[src/rtl/key_entry_capture_if.sv]
// key_entry_capture_if: key/switch inputs and assembled-entry outputs of key_entry_capture.
// Latency: none, wiring only.
// Backpressure: none; all signals are levels or single-cycle strobes.
interface key_entry_capture_if #(
  parameter int NIBBLES = 4
);
  logic [1:0]           KEY;    // raw push-buttons, active-low; [0]=enter, [1]=clear
  logic [3:0]           SW;     // nibble captured on enter
  logic [4*NIBBLES-1:0] VALUE;  // assembled value, newest nibble in [3:0]
  logic [3:0]           COUNT;  // nibbles captured so far
  logic                 FULL;   // high while COUNT==NIBBLES
  logic                 VALID;  // one-cycle strobe on entry completion
  logic                 ERR;    // rejected-digit flag

  // Board side: drives keys and switches, watches the display outputs.
  modport master (
    output KEY, SW,
    input  VALUE, COUNT, FULL, VALID, ERR
  );

  // Capture block side.
  modport slave (
    input  KEY, SW,
    output VALUE, COUNT, FULL, VALID, ERR
  );
endinterface

[src/rtl/key_entry_capture.sv]
// key_entry_capture: debounces KEY[1:0] and assembles a hex entry nibble by nibble from SW[3:0].
// Latency: capture lands DEBOUNCE_CYCLES+2 edges after KEY is first sampled low; all outputs registered.
// Backpressure: none; enter presses in FULL are ignored until a clear. Optional BCD check: KEY_ENTRY_BCD_EN.
module key_entry_capture #(
  parameter int DEBOUNCE_CYCLES = 500000,
  parameter int NIBBLES         = 4
) (
  input  logic               CLK,
  input  logic               RST,
  key_entry_capture_if.slave bus
);

  localparam int             CW        = (DEBOUNCE_CYCLES > 1) ? $clog2(DEBOUNCE_CYCLES) : 1;
  localparam logic [CW-1:0]  CNT_MAX   = CW'(DEBOUNCE_CYCLES - 1);
  localparam logic [CW-1:0]  CNT_ONE   = CW'(1);
  localparam int             VW        = 4 * NIBBLES;
  localparam logic [3:0]     COUNT_MAX = 4'(NIBBLES);

  typedef enum logic {
    ST_ENTRY = 1'b0,
    ST_FULL  = 1'b1
  } state_t;

  // Key conditioning
  logic [1:0]    r_sync1;
  logic [1:0]    r_sync2;
  logic [1:0]    r_flush;   // fills with 1s once the synchroniser holds real samples
  logic [1:0]    r_armed;   // key has been seen released since reset
  logic [1:0]    r_deb;     // debounced level, 1 = released
  logic [CW-1:0] r_cnt [2];
  logic [1:0]    w_fall;
  logic [1:0]    w_press;
  logic          w_enter;
  logic          w_clear;

  // Entry state
  state_t        r_state;
  state_t        w_state_nxt;
  logic [VW-1:0] r_value;
  logic [3:0]    r_count;
  logic          r_full;
  logic          r_valid;
  logic          r_err;
  logic [VW-1:0] w_value_nxt;
  logic [VW-1:0] w_value_shift;
  logic [3:0]    w_count_nxt;
  logic [3:0]    w_count_inc;
  logic          w_full_nxt;
  logic          w_valid_nxt;
  logic          w_err_nxt;
  logic          w_last;
  logic          w_digit_ok;

  // Two-flop synchroniser and arming: a key held down through reset must be
  // released once before its presses count, so no event follows reset release.
  always_ff @(posedge CLK or posedge RST) begin
    if (RST) begin
      r_sync1 <= 2'b11;
      r_sync2 <= 2'b11;
      r_flush <= 2'b00;
      r_armed <= 2'b00;
    end else begin
      r_sync1 <= bus.KEY;
      r_sync2 <= r_sync1;
      r_flush <= {r_flush[0], 1'b1};
      r_armed <= r_armed | ({2{r_flush[1]}} & r_sync2);
    end
  end

  // Per-key debounce: accept a new level after DEBOUNCE_CYCLES consecutive disagreeing samples.
  always_ff @(posedge CLK or posedge RST) begin
    if (RST) begin
      r_deb    <= 2'b11;
      r_cnt[0] <= '0;
      r_cnt[1] <= '0;
    end else begin
      for (int k = 0; k < 2; k++) begin
        if (r_sync2[k] == r_deb[k]) begin
          r_cnt[k] <= '0;
        end else if (r_cnt[k] == CNT_MAX) begin
          r_deb[k] <= r_sync2[k];
          r_cnt[k] <= '0;
        end else begin
          r_cnt[k] <= r_cnt[k] + CNT_ONE;
        end
      end
    end
  end

  // Press events fire in the cycle the debounced level is about to fall, so the
  // capture registers update on the same edge as the debounced level.
  assign w_fall[0] = r_deb[0] & ~r_sync2[0] & (r_cnt[0] == CNT_MAX);
  assign w_fall[1] = r_deb[1] & ~r_sync2[1] & (r_cnt[1] == CNT_MAX);
  assign w_press   = w_fall & r_armed;
  assign w_enter   = w_press[0];
  assign w_clear   = w_press[1];

`ifdef KEY_ENTRY_BCD_EN
  assign w_digit_ok = (bus.SW <= 4'd9);
`else
  assign w_digit_ok = 1'b1;
`endif

  // Oldest nibble falls off the top; a single-nibble entry just takes SW.
  if (NIBBLES > 1) begin : g_shift
    assign w_value_shift = {r_value[VW-5:0], bus.SW};
  end else begin : g_single
    assign w_value_shift = bus.SW;
  end

  assign w_count_inc = r_count + 4'd1;
  assign w_last      = (w_count_inc == COUNT_MAX);

  // FSM state register.
  always_ff @(posedge CLK or posedge RST) begin
    if (RST) begin
      r_state <= ST_ENTRY;
    end else begin
      r_state <= w_state_nxt;
    end
  end

  // Next state: clear dominates; the accepted final digit moves to FULL.
  always_comb begin
    w_state_nxt = r_state;
    if (w_clear) begin
      w_state_nxt = ST_ENTRY;
    end else if ((r_state == ST_ENTRY) && w_enter && w_digit_ok && w_last) begin
      w_state_nxt = ST_FULL;
    end
  end

  // Output next-values: shift on accepted digit, wipe on clear, hold otherwise.
  always_comb begin
    w_value_nxt = r_value;
    w_count_nxt = r_count;
    w_valid_nxt = 1'b0;
    w_err_nxt   = r_err;
    if (w_clear) begin
      w_value_nxt = '0;
      w_count_nxt = 4'd0;
      w_err_nxt   = 1'b0;
    end else if ((r_state == ST_ENTRY) && w_enter) begin
      if (w_digit_ok) begin
        w_value_nxt = w_value_shift;
        w_count_nxt = w_count_inc;
        w_valid_nxt = w_last;
        w_err_nxt   = 1'b0;
      end else begin
        w_err_nxt   = 1'b1;
      end
    end
    w_full_nxt = (w_state_nxt == ST_FULL);
  end

  // Output registers; with the BCD check disabled r_err can only ever be cleared.
  always_ff @(posedge CLK or posedge RST) begin
    if (RST) begin
      r_value <= '0;
      r_count <= 4'd0;
      r_full  <= 1'b0;
      r_valid <= 1'b0;
      r_err   <= 1'b0;
    end else begin
      r_value <= w_value_nxt;
      r_count <= w_count_nxt;
      r_full  <= w_full_nxt;
      r_valid <= w_valid_nxt;
      r_err   <= w_err_nxt;
    end
  end

  assign bus.VALUE = r_value;
  assign bus.COUNT = r_count;
  assign bus.FULL  = r_full;
  assign bus.VALID = r_valid;
  assign bus.ERR   = r_err;

endmodule

[src/flat_wrapper.sv]
// flat-port wrapper written by rule: the top's interface ports become plain ports
module key_entry_capture_flat 
#(
  parameter int DEBOUNCE_CYCLES = 500000,
  parameter int NIBBLES         = 4
)
  (CLK, RST, bus_KEY, bus_SW, bus_VALUE, bus_COUNT, bus_FULL, bus_VALID, bus_ERR);
  key_entry_capture_if #(.NIBBLES(NIBBLES)) bus_i ();
  input  logic CLK;
  input  logic RST;
  input wire logic [$bits(bus_i.KEY)-1:0] bus_KEY;
  input wire logic [$bits(bus_i.SW)-1:0] bus_SW;
  output wire logic [$bits(bus_i.VALUE)-1:0] bus_VALUE;
  output wire logic [$bits(bus_i.COUNT)-1:0] bus_COUNT;
  output wire logic [$bits(bus_i.FULL)-1:0] bus_FULL;
  output wire logic [$bits(bus_i.VALID)-1:0] bus_VALID;
  output wire logic [$bits(bus_i.ERR)-1:0] bus_ERR;
  assign bus_i.KEY = bus_KEY;
  assign bus_i.SW = bus_SW;
  assign bus_VALUE = bus_i.VALUE;
  assign bus_COUNT = bus_i.COUNT;
  assign bus_FULL = bus_i.FULL;
  assign bus_VALID = bus_i.VALID;
  assign bus_ERR = bus_i.ERR;
  key_entry_capture #(.DEBOUNCE_CYCLES(DEBOUNCE_CYCLES), .NIBBLES(NIBBLES)) u_core (.CLK(CLK), .RST(RST), .bus(bus_i));
endmodule
[config.mk]
export PLATFORM = sky130hd
export DESIGN_NAME = key_entry_capture_flat
export DESIGN_NICKNAME = d
export VERILOG_FILES = /design/src/rtl/key_entry_capture_if.sv /design/src/rtl/key_entry_capture.sv /design/src/flat_wrapper.sv
export SDC_FILE = /design/constraint.sdc
export NUM_CORES = 1
export LEC_CHECK = 0
export ABC_AREA = 0
export BUFFER_PORTS_ARGS = -buffer_cell sky130_fd_sc_hd__buf_4
export CORE_MARGIN = 3
export CORE_UTILIZATION = 60
export DETAILED_ROUTE_END_ITERATION = 6
export MAX_ROUTING_LAYER = met4
export PLACE_DENSITY = 0.88
export SETUP_SLACK_MARGIN = 0.05
export SLEW_MARGIN = 15
export SYNTH_ARGS = -nofsm -noshare
export SYNTH_HDL_FRONTEND = slang
export SYNTH_SLANG_ARGS = --single-unit
export TNS_END_PERCENT = 10
[constraint.sdc]
create_clock -name CLK -period 5.7 [get_ports CLK]
set_input_delay 0.855 -clock CLK [delete_from_list [all_inputs] [get_ports CLK]]
set_output_delay 0.855 -clock CLK [all_outputs]
set_load 0.02 [all_outputs]
# == Word level (Yosys, flattened, before mapping) ==
# Cells that the tools add are included.
# totals
elab_cells,53
out_inout_bits,23
regBits,71
in_bits,8
# op_classes
bitwise_logic,12
n_eq_ne,5
muxes,14
n_addsub,3
n_reduce_logical,6
# ops
cell,count
two-way mux 19 bit,4
"adder 19 x 1 -> 19 bit, second input constant",2
"== test 19 bit, second input constant",2
two-way mux 16 bit,2
two-way mux 4 bit,2
two-way mux 1 bit,6
inverter 1 bit,5
"adder 4 x 1 -> 4 bit, second input constant",1
bitwise AND 1 bit,4
bitwise AND 2 bit,2
"== test 4 x 3 -> 1 bit, second input constant",1
AND reduction 2 bit,2
nonzero test 2 bit,2
== test 1 bit,2
logical AND 1 bit,2
bitwise OR 2 bit,1

# == Longest topological paths before layout ==
# Gate-level depths: netlist (run 1).
# depth
depth_word,8
mapped_depth,8
mapped_depth_nobuf,6

# == Worst setup path after synthesis (run 1) ==
# Ideal clock, no wire load.
# synth_timing
kind,register -> register
startpoint,reg u_core.r_cnt[19] (netlist bit)
endpoint,reg u_core.r_cnt[26] (netlist bit)
setup_slack_ns,3.885
t_arrival_ns,1.694
t_required_ns,5.579
n_path_buf,3
path_stages_with_launch,9
synth_period_minus_slack_ns,1.815
setup_time_ns,0.121
cell_sequence,dfrtp_1 > ha_1 > and3_1 > clkbuf_1 > and3_1 > a21o_1 > clkbuf_1 > buf_2 > nor2_1
# synth_via
elab_chain_cells,3
word_cells_on_any_way,4
cone_classes,add/sub: 1; eq/ne: 1; mux: 2
# synth_lines
element,line_no,rtl
start: declaration,key_entry_capture.sv:30,logic [CW-1:0] r_cnt [2];
start signal: indexed assignment,key_entry_capture.sv:84,r_cnt[k] <= r_cnt[k] + CNT_ONE;
adder 19 x 1 -> 19 bit / == test 19 bit (equally long branches),"key_entry_capture.sv:84, key_entry_capture.sv:80",
two-way mux 19 bit *,key_entry_capture.sv:80,end else if (r_cnt[k] == CNT_MAX) begin
two-way mux 19 bit *,key_entry_capture.sv:78,if (r_sync2[k] == r_deb[k]) begin
# Mark *: on every way between the ends. The rest lies on a longest branch, timed or not.
# A chain may end at the register's enable or synchronous reset.

# == Worst setup path after layout (run 1) ==
# layout_timing
startpoint,reg u_core.r_deb[0]
endpoint,"reg u_core.r_count[0], in the netlist u_core.bus.COUNT[0]"
# layout_via
elab_chain_cells,5
# layout_lines
element,line_no,rtl
start: declaration,key_entry_capture.sv:29,logic [1:0] r_deb;
start signal: indexed assignment,key_entry_capture.sv:81,r_deb[k] <= r_sync2[k];
bitwise AND 1 bit (2 in series),key_entry_capture.sv:92,assign w_fall[0] = r_deb[0] & ~r_sync2[0] & (r_cnt[0] == CNT_MAX);
bitwise AND 2 bit,key_entry_capture.sv:94,assign w_press = w_fall & r_armed;
logical AND 1 bit,key_entry_capture.sv:143,end else if ((r_state == ST_ENTRY) && w_enter) begin
nonzero test 2 bit (no source line),--,
end signal: assignment,key_entry_capture.sv:166,r_count <= w_count_nxt;
end: declaration,key_entry_capture.sv:40,logic [3:0] r_count;
# No other way between the ends.

==> results of run 1 <==
==> synth_stat cells, types with 3 or more instances <==
| cell type | number | area share |
|---|---|---|
| o31ai_1 | 4 | 0.0090 |
| nor2_1 | 32 | 0.036 |
| xor2_1 | 10 | 0.026 |
| nand4_1 | 24 | 0.045 |
| nor3_1 | 6 | 0.0090 |
| or4_1 | 4 | 0.0090 |
| and3_1 | 5 | 0.0093 |
| a21o_1 | 3 | 0.0067 |
| xnor2_1 | 15 | 0.039 |
| dfrtp_1 | 64 | 0.48 |
| o21ai_0 | 23 | 0.034 |
| dfstp_2 | 6 | 0.047 |
| a21oi_1 | 30 | 0.045 |
| nand2_1 | 15 | 0.017 |
| inv_1 | 9 | 0.010 |
| ha_1 | 6 | 0.022 |
| nand3_1 | 20 | 0.030 |
| or3_1 | 8 | 0.015 |
| nor4_1 | 9 | 0.017 |
| nor4b_1 | 4 | 0.010 |
| clkbuf_1 | 11 | 0.012 |
| buf_2 | 6 | 0.0090 |
==> stage by stage <==
stage          setup WS (ns)  power, mW  hold WS (ns)  instances  instance area (um^2)
4_1_cts                 3.13      0.919         0.356        438                  3760
6_report                3.09      0.915         0.353        438                  3770
3_5_place_dp            3.16      0.545         0.340        422                  3580
2_1_floorplan           3.09      0.535         0.331        341                  3350
5_1_grt                 2.87      0.948         0.356        438                  3770
3_3_place_gp            3.22      0.544         0.333        422                  3580
==> path summary, 6_finish.rpt <==
path,slack [ns],startpoint,endpoint,cells after the start
setup / recovery,3.09,u_core.r_deb[0],u_core.bus.COUNT[0],5
max in group asynchronous,4.38,RST,u_core.r_cnt[10],3
setup reg to reg,3.09,u_core.r_deb[0],u_core.bus.COUNT[0],5
hold reg to reg,0.35,u_core.r_flush[0],u_core.r_flush[1],0
hold / removal,0.35,u_core.r_flush[0],u_core.r_flush[1],0
min in group asynchronous,0.77,RST,u_core.bus.VALUE[2],3
==> worst max-delay path, cell delays in order (launching register included) <==
cell	delay, ns
dfstp_2	0.53
ha_1	0.13
and3b_1	0.58
nand3_1	0.62
or3_1	0.53
a21oi_1	0.14
==> cells in the final DEF (no fill, tap or decap), drive strengths merged, types with 2 or more instances in the layout <==
cell type,Yosys,routed
a21o,3,3
a21oi,30,30
and2,2,2
and3,5,5
and3b,2,2
and4,2,2
buf,9,31
clkbuf,11,11
clkinv,0,4
conb,2,2
dfrtp,64,64
dfstp,6,6
ha,6,6
inv,9,9
mux2,2,2
nand2,15,15
nand3,20,20
nand3b,2,2
nand4,25,25
nor2,32,32
nor3,6,6
nor4,9,9
nor4b,4,4
o21ai,24,24
o31ai,4,4
or3,8,8
or4,4,4
xnor2,15,15
xor2,10,10
==> routing by layer <==
layer  track usage  wire, um  vias to the layer above
met5             -         0                        -
met4         0.127       259                        0
met1         0.317      3100                     1335
li1              -         -                     1268
met3        0.0706       407                       27
met2         0.373      3390                      107
==> report_power, final <==
part           internal, mW  leakage, nW  switching, mW
Combinational       0.00814        0.570         0.0187
Sequential            0.503        0.916        0.00462
Clock                 0.199       0.0968          0.181
==> state kept, by name (all words and copies together) (netlist names), 2 cells and up <==
signal,count
u_core.bus.COUNT,4
u_core.bus.VALUE,16
u_core.r_armed,2
u_core.r_cnt,38
u_core.r_deb,2
u_core.r_flush,2
u_core.r_sync1,2
u_core.r_sync2,2
==> kinds of logic (layout without fill, tap and decap cells) <==
logic type               after synthesis  in the layout  synth area share
buffers and inverters                 29             56            0.0370
AND/OR/NAND/NOR                      143            143             0.237
multiplexers                           2              2           0.00673
adder cells (fa/ha/maj)                6              6            0.0224
XOR/XNOR                              25             25            0.0654
other                                  2              2           0.00224
AO/OA/AOI/OAI                         64             64             0.104
flip-flops                            70             70             0.526
==> final cells by class <==
| class | count | share of cell area |
|---|---|---|
| Sequential cell | 70 | 0.467 |
| Timing Repair Buffer | 31 | 0.0618 |
| Inverter | 9 | 0.00897 |
| Tap cell | 70 | 0.0232 |
| Clock inverter | 5 | 0.0133 |
| Clock buffer | 11 | 0.0349 |
| Multi-Input combinational cell | 242 | 0.391 |
==> results.txt, run 1 <==
Average size of a mapped cell -> 9.82 um^2
Site Rows -> 26
Syn. warnings -> 0
Vias in the first global route -> 2572
GR Overflow Total -> 0
Initial antenna violation count -> 0
Least-Margin Pin Slew -> 0.849 ns
Largest net degree at the start of global routing -> 71
Register area share after synthesis -> 0.526
Worst-skew pair later-pin latency -> 0.35 ns
HPWL Detailed -> 4.65 mm
FMAX -> 383 MHz
Asr flop ratio synth -> 1.00
CP max FO -> 21
Synth unique cells -> 42
Core Area -> 5240 um^2
Layout Skew -> 0.00916 ns
Layout net count -> 377
DRC -> 0
Area occupied by multi-input gates -> 1470 um^2
Period utilization -> 0.458
Via count -> 2737
Gr usage total -> 0.251
Ant diodes -> 0
RSZ-0062 raised after global routing -> false
Port Buffers -> 29
Final core utilization -> 0.719
Pwr Density -> 243 nW/um^2
Clock buffer depth -> 2
Slew HR -> 0.434
Routed vias/inst -> 6.25
Iter 0 DRT Violations -> 265
WP data required -> 5.98 ns
Max-cap violation count -> 0
Postcts setup bufs -> 0
Routability congestion estimate -> 0.876
Die Y -> 80.7 um
EDFF count, synth -> 0
Initial Util -> 0.639
Die Area -> 6510 um^2
Clk root buf -> clkbuf_8
Chip width -> 80.7 um
Synthesized flop and latch total -> 70
Clock sinks -> 70
Startpoint types -> flip-flop
Final min period -> 2.61 ns
Fin. Hold Viols -> 0
FILL cells -> 372
Antenna-violating nets left -> 0
Routed length per instance -> 16.3 um
First-pass GRT wire length -> 12.0 mm
Final Max Slew Viols -> 0
First-pass DRT Iterations -> 5
Area grow syn2layout -> 12.6%
Outcome -> complete, no violations
Clock slew at reported path FFs -> 0.07 ns
Crit path DAT -> 2.89 ns
Setup TNS -> 0 ns
VDD IR-drop max -> 0.220 mV
Worst setup EP type -> flip-flop
CTS Hold Bufs -> 0
Leak Pwr -> 1.58 nW
Reg area -> 1760 um^2
Synthesized cell area -> 3350 um^2
Share of post-route cells with drive strength above 1 -> 0.152
Syn Nets -> 355
Kind of critical path -> reg2reg
Wirelength, routed -> 7.15 mm
IO Pins -> 31
Setup Viol. Count Final -> 0
Synth Instances -> 341
Clock buffer count from CTS -> 9
Cts repair resizes -> 0
Hold Crit Class -> reg2reg
TritonCTS clock tree -> yes
Ys flop type -> dfrtp_1
H-tree levels -> 3
Power figures use the tool's default switching activity.
==> inputs of run 2 (changes only) <==
- CORE_UTILIZATION: 60 -> 53
- PLACE_DENSITY: 0.88 -> 0.83
- clock period: 5.7 -> 2.2 ns (I/O delays scaled with it)
==> run 2 against run 1 <==
  * Cell count increased by 2.7%
  * Critical endpoint is now u_core.bus.VALUE[3]
  * Flip-flop and latch count did not move
  * Via count shrank 2.0%
  * Critical path type unchanged
==> results.txt, run 2 (synthesis results as in run 1) <==
Outcome -> complete, no violations (unchanged)
Routed length per instance -> 15.2 um (was 16.3 um)
Clock slew at reported path FFs -> 0.08 ns (was 0.07 ns)
H-tree levels -> 3 (unchanged)
IO Pins -> 31 (unchanged)
Final core utilization -> 0.639 (was 0.719)
Dpl cell area -> 3650 um^2 (was 3580 um^2)
GR Overflow Total -> 0 (unchanged)
Worst hold margin -> 0.0581 ns (was 0.353 ns)
Routability congestion estimate -> 0.887 (was 0.876)
Cell mode on critical path -> and3_1
Clock sinks -> 70 (unchanged)
Startpoint types -> flip-flop (unchanged)
Kind of critical path -> reg2reg (unchanged)
DRC -> 0 (unchanged)
CP max stage cell -> and3_1 (was nand3_1)
VDD IR-drop max -> 0.431 mV (was 0.220 mV)
Via count -> 2682 (was 2737)
Final Max Slew Viols -> 0 (unchanged)
Share of post-route cells with drive strength above 1 -> 0.171 (was 0.152)
Port Buffers -> 29 (unchanged)
RSZ-0062 raised after global routing -> false (unchanged)
First-pass DRT Iterations -> 4 (was 5)
Max-cap violation count -> 0 (unchanged)
CP max FO -> 12 (was 21)
Layout Skew -> 0.00574 ns (was 0.00916 ns)
Ant diodes -> 0 (unchanged)
Crit path DAT -> 2.22 ns (was 2.89 ns)
Power Total -> 2.43 mW (was 0.915 mW)
Cts repair resizes -> 0 (unchanged)
Chip width -> 85.5 um (was 80.7 um)
Leak Pwr -> 1.62 nW (was 1.58 nW)
Final min period -> 1.95 ns (was 2.61 ns)
Site Rows -> 28 (was 26)
Initial Util -> 0.555 (was 0.639)
FMAX -> 513 MHz (was 383 MHz)
Clk root buf -> clkbuf_8 (unchanged)
Iter 0 DRT Violations -> 159 (was 265)
WP data required -> 2.47 ns (was 5.98 ns)
Slowest Stage Delay on Critical Path -> 0.40 ns (was 0.62 ns)
Worst setup EP type -> flip-flop (unchanged)
Design Area, Final -> 3850 um^2 (was 3770 um^2)
Routed vias/inst -> 5.96 (was 6.25)
Period utilization -> 0.886 (was 0.458)
Fin. Hold Viols -> 0 (unchanged)
Hold Crit Class -> in2async (was reg2reg)
Largest net degree at the start of global routing -> 71 (unchanged)
Postcts setup bufs -> 0 (unchanged)
Gr usage total -> 0.202 (was 0.251)
CTS Hold Bufs -> 0 (unchanged)
Cells along the critical path -> ha_1 > and3_1 > and3_1 > buf_4 > nand4_1 > a21oi_1 (was ha_1 > and3b_1 > nand3_1 > or3_1 > a21oi_1)
Largest register FFs -> 38 (unchanged)
First-pass GRT wire length -> 11.6 mm (was 12.0 mm)
Wirelength, routed -> 6.83 mm (was 7.15 mm)
Layout net count -> 384 (was 377)
Antenna-violating nets left -> 0 (unchanged)
TritonCTS clock tree -> yes (unchanged)
Biggest register -> u_core.r_cnt (unchanged)
Initial antenna violation count -> 0 (unchanged)
Pwr Density -> 632 nW/um^2 (was 243 nW/um^2)
Clock buffer depth -> 2 (unchanged)
Most frequent cells in the layout -> 64 x dfrtp_1, 37 x buf_4, 32 x nor2_1 (was 64 x dfrtp_1, 32 x nor2_1, 31 x buf_4)
Setup Viol. Count Final -> 0 (unchanged)
Vias in the first global route -> 2617 (was 2572)
Worst-skew pair later-pin latency -> 0.35 ns (about the same)
HPWL Detailed -> 4.54 mm (was 4.65 mm)
Die Area -> 7300 um^2 (was 6510 um^2)
Clock buffer count from CTS -> 9 (unchanged)
Die Y -> 85.5 um (was 80.7 um)
Area grow syn2layout -> 15.1% (was 12.6%)
Core Area -> 6030 um^2 (was 5240 um^2)
Setup TNS -> 0 ns (unchanged)
Most common cell after layout, fill and taps aside -> dfrtp_1 (unchanged)
-- run 2: cell count changes in the layout (fill, tap and decap cells not counted) --
cell	previous run	this run
o21bai_2	1	0
clkbuf_1	2	0
clkinv_4	0	2
buf_4	31	37
clkinvlp_4	0	1
o21bai_1	0	1
clkinv_2	4	2
inv_6	0	1
buf_12	0	1
-- run 2: worst max-delay path: cells and delay by family (launching register included) --
| family | cells | cell delay (ns) |
|---|---|---|
| AO/OA/AOI/OAI | 1 | 0.18 |
| buffers and inverters | 1 | 0.25 |
| AND/OR/NAND/NOR | 3 | 0.83 |
| adder cells (fa/ha/maj) | 1 | 0.23 |
| flip-flops | 1 | 0.39 |
-- run 2: where the power goes --
| group | total, mW | switching, mW | internal (mW) |
|---|---|---|---|
| Combinational | 0.0747 | 0.0489 | 0.0258 |
| Sequential | 1.32 | 0.0126 | 1.30 |
| Clock | 1.04 | 0.516 | 0.527 |
| Total | 2.43 | 0.578 | 1.86 |
-- run 2: layer usage --
metal / track usage / vias up / share of wire
met1: 0.247 / 1320 / 0.43
met4: 0.0892 / 0 / 0.022
met5: - / - / 0
met3: 0.0388 / 16 / 0.039
met2: 0.326 / 67 / 0.51
li1: - / 1279 / -
-- run 2: per-stage QoR --
step / instances / setup WS (ns)
floorplan: 341 / 0.112
global placement: 434 / 0.401
detailed placement: 434 / 0.287
CTS: 450 / 0.276
global route: 450 / 0.0653
finish: 450 / 0.251
-- run 2: worst paths after layout --
check	from	end	slack [ns]	cells past startpoint
setup / recovery	u_core.r_cnt[19]	u_core.bus.VALUE[3]	0.25	6
hold / removal	RST	u_core.r_cnt[0]	0.06	3
setup reg to reg	u_core.r_cnt[19]	u_core.bus.VALUE[3]	0.25	6
hold reg to reg	u_core.r_sync1[1]	u_core.r_sync2[1]	0.36	0
max in group asynchronous	RST	u_core.r_deb[0]	1.82	3
min in group CLK	bus_KEY[1]	u_core.r_sync1[1]	0.09	1
-- run 2: layout make-up --
class                   instances  area, um^2
clock buffers                   9         124
clock inverters                 7        73.8
fillers                       459        2170
inverters                       9        33.8
multi-input cells             242        1470
flip-flops and latches         70        1760
well taps                      75        93.8
repair buffers                 38         298
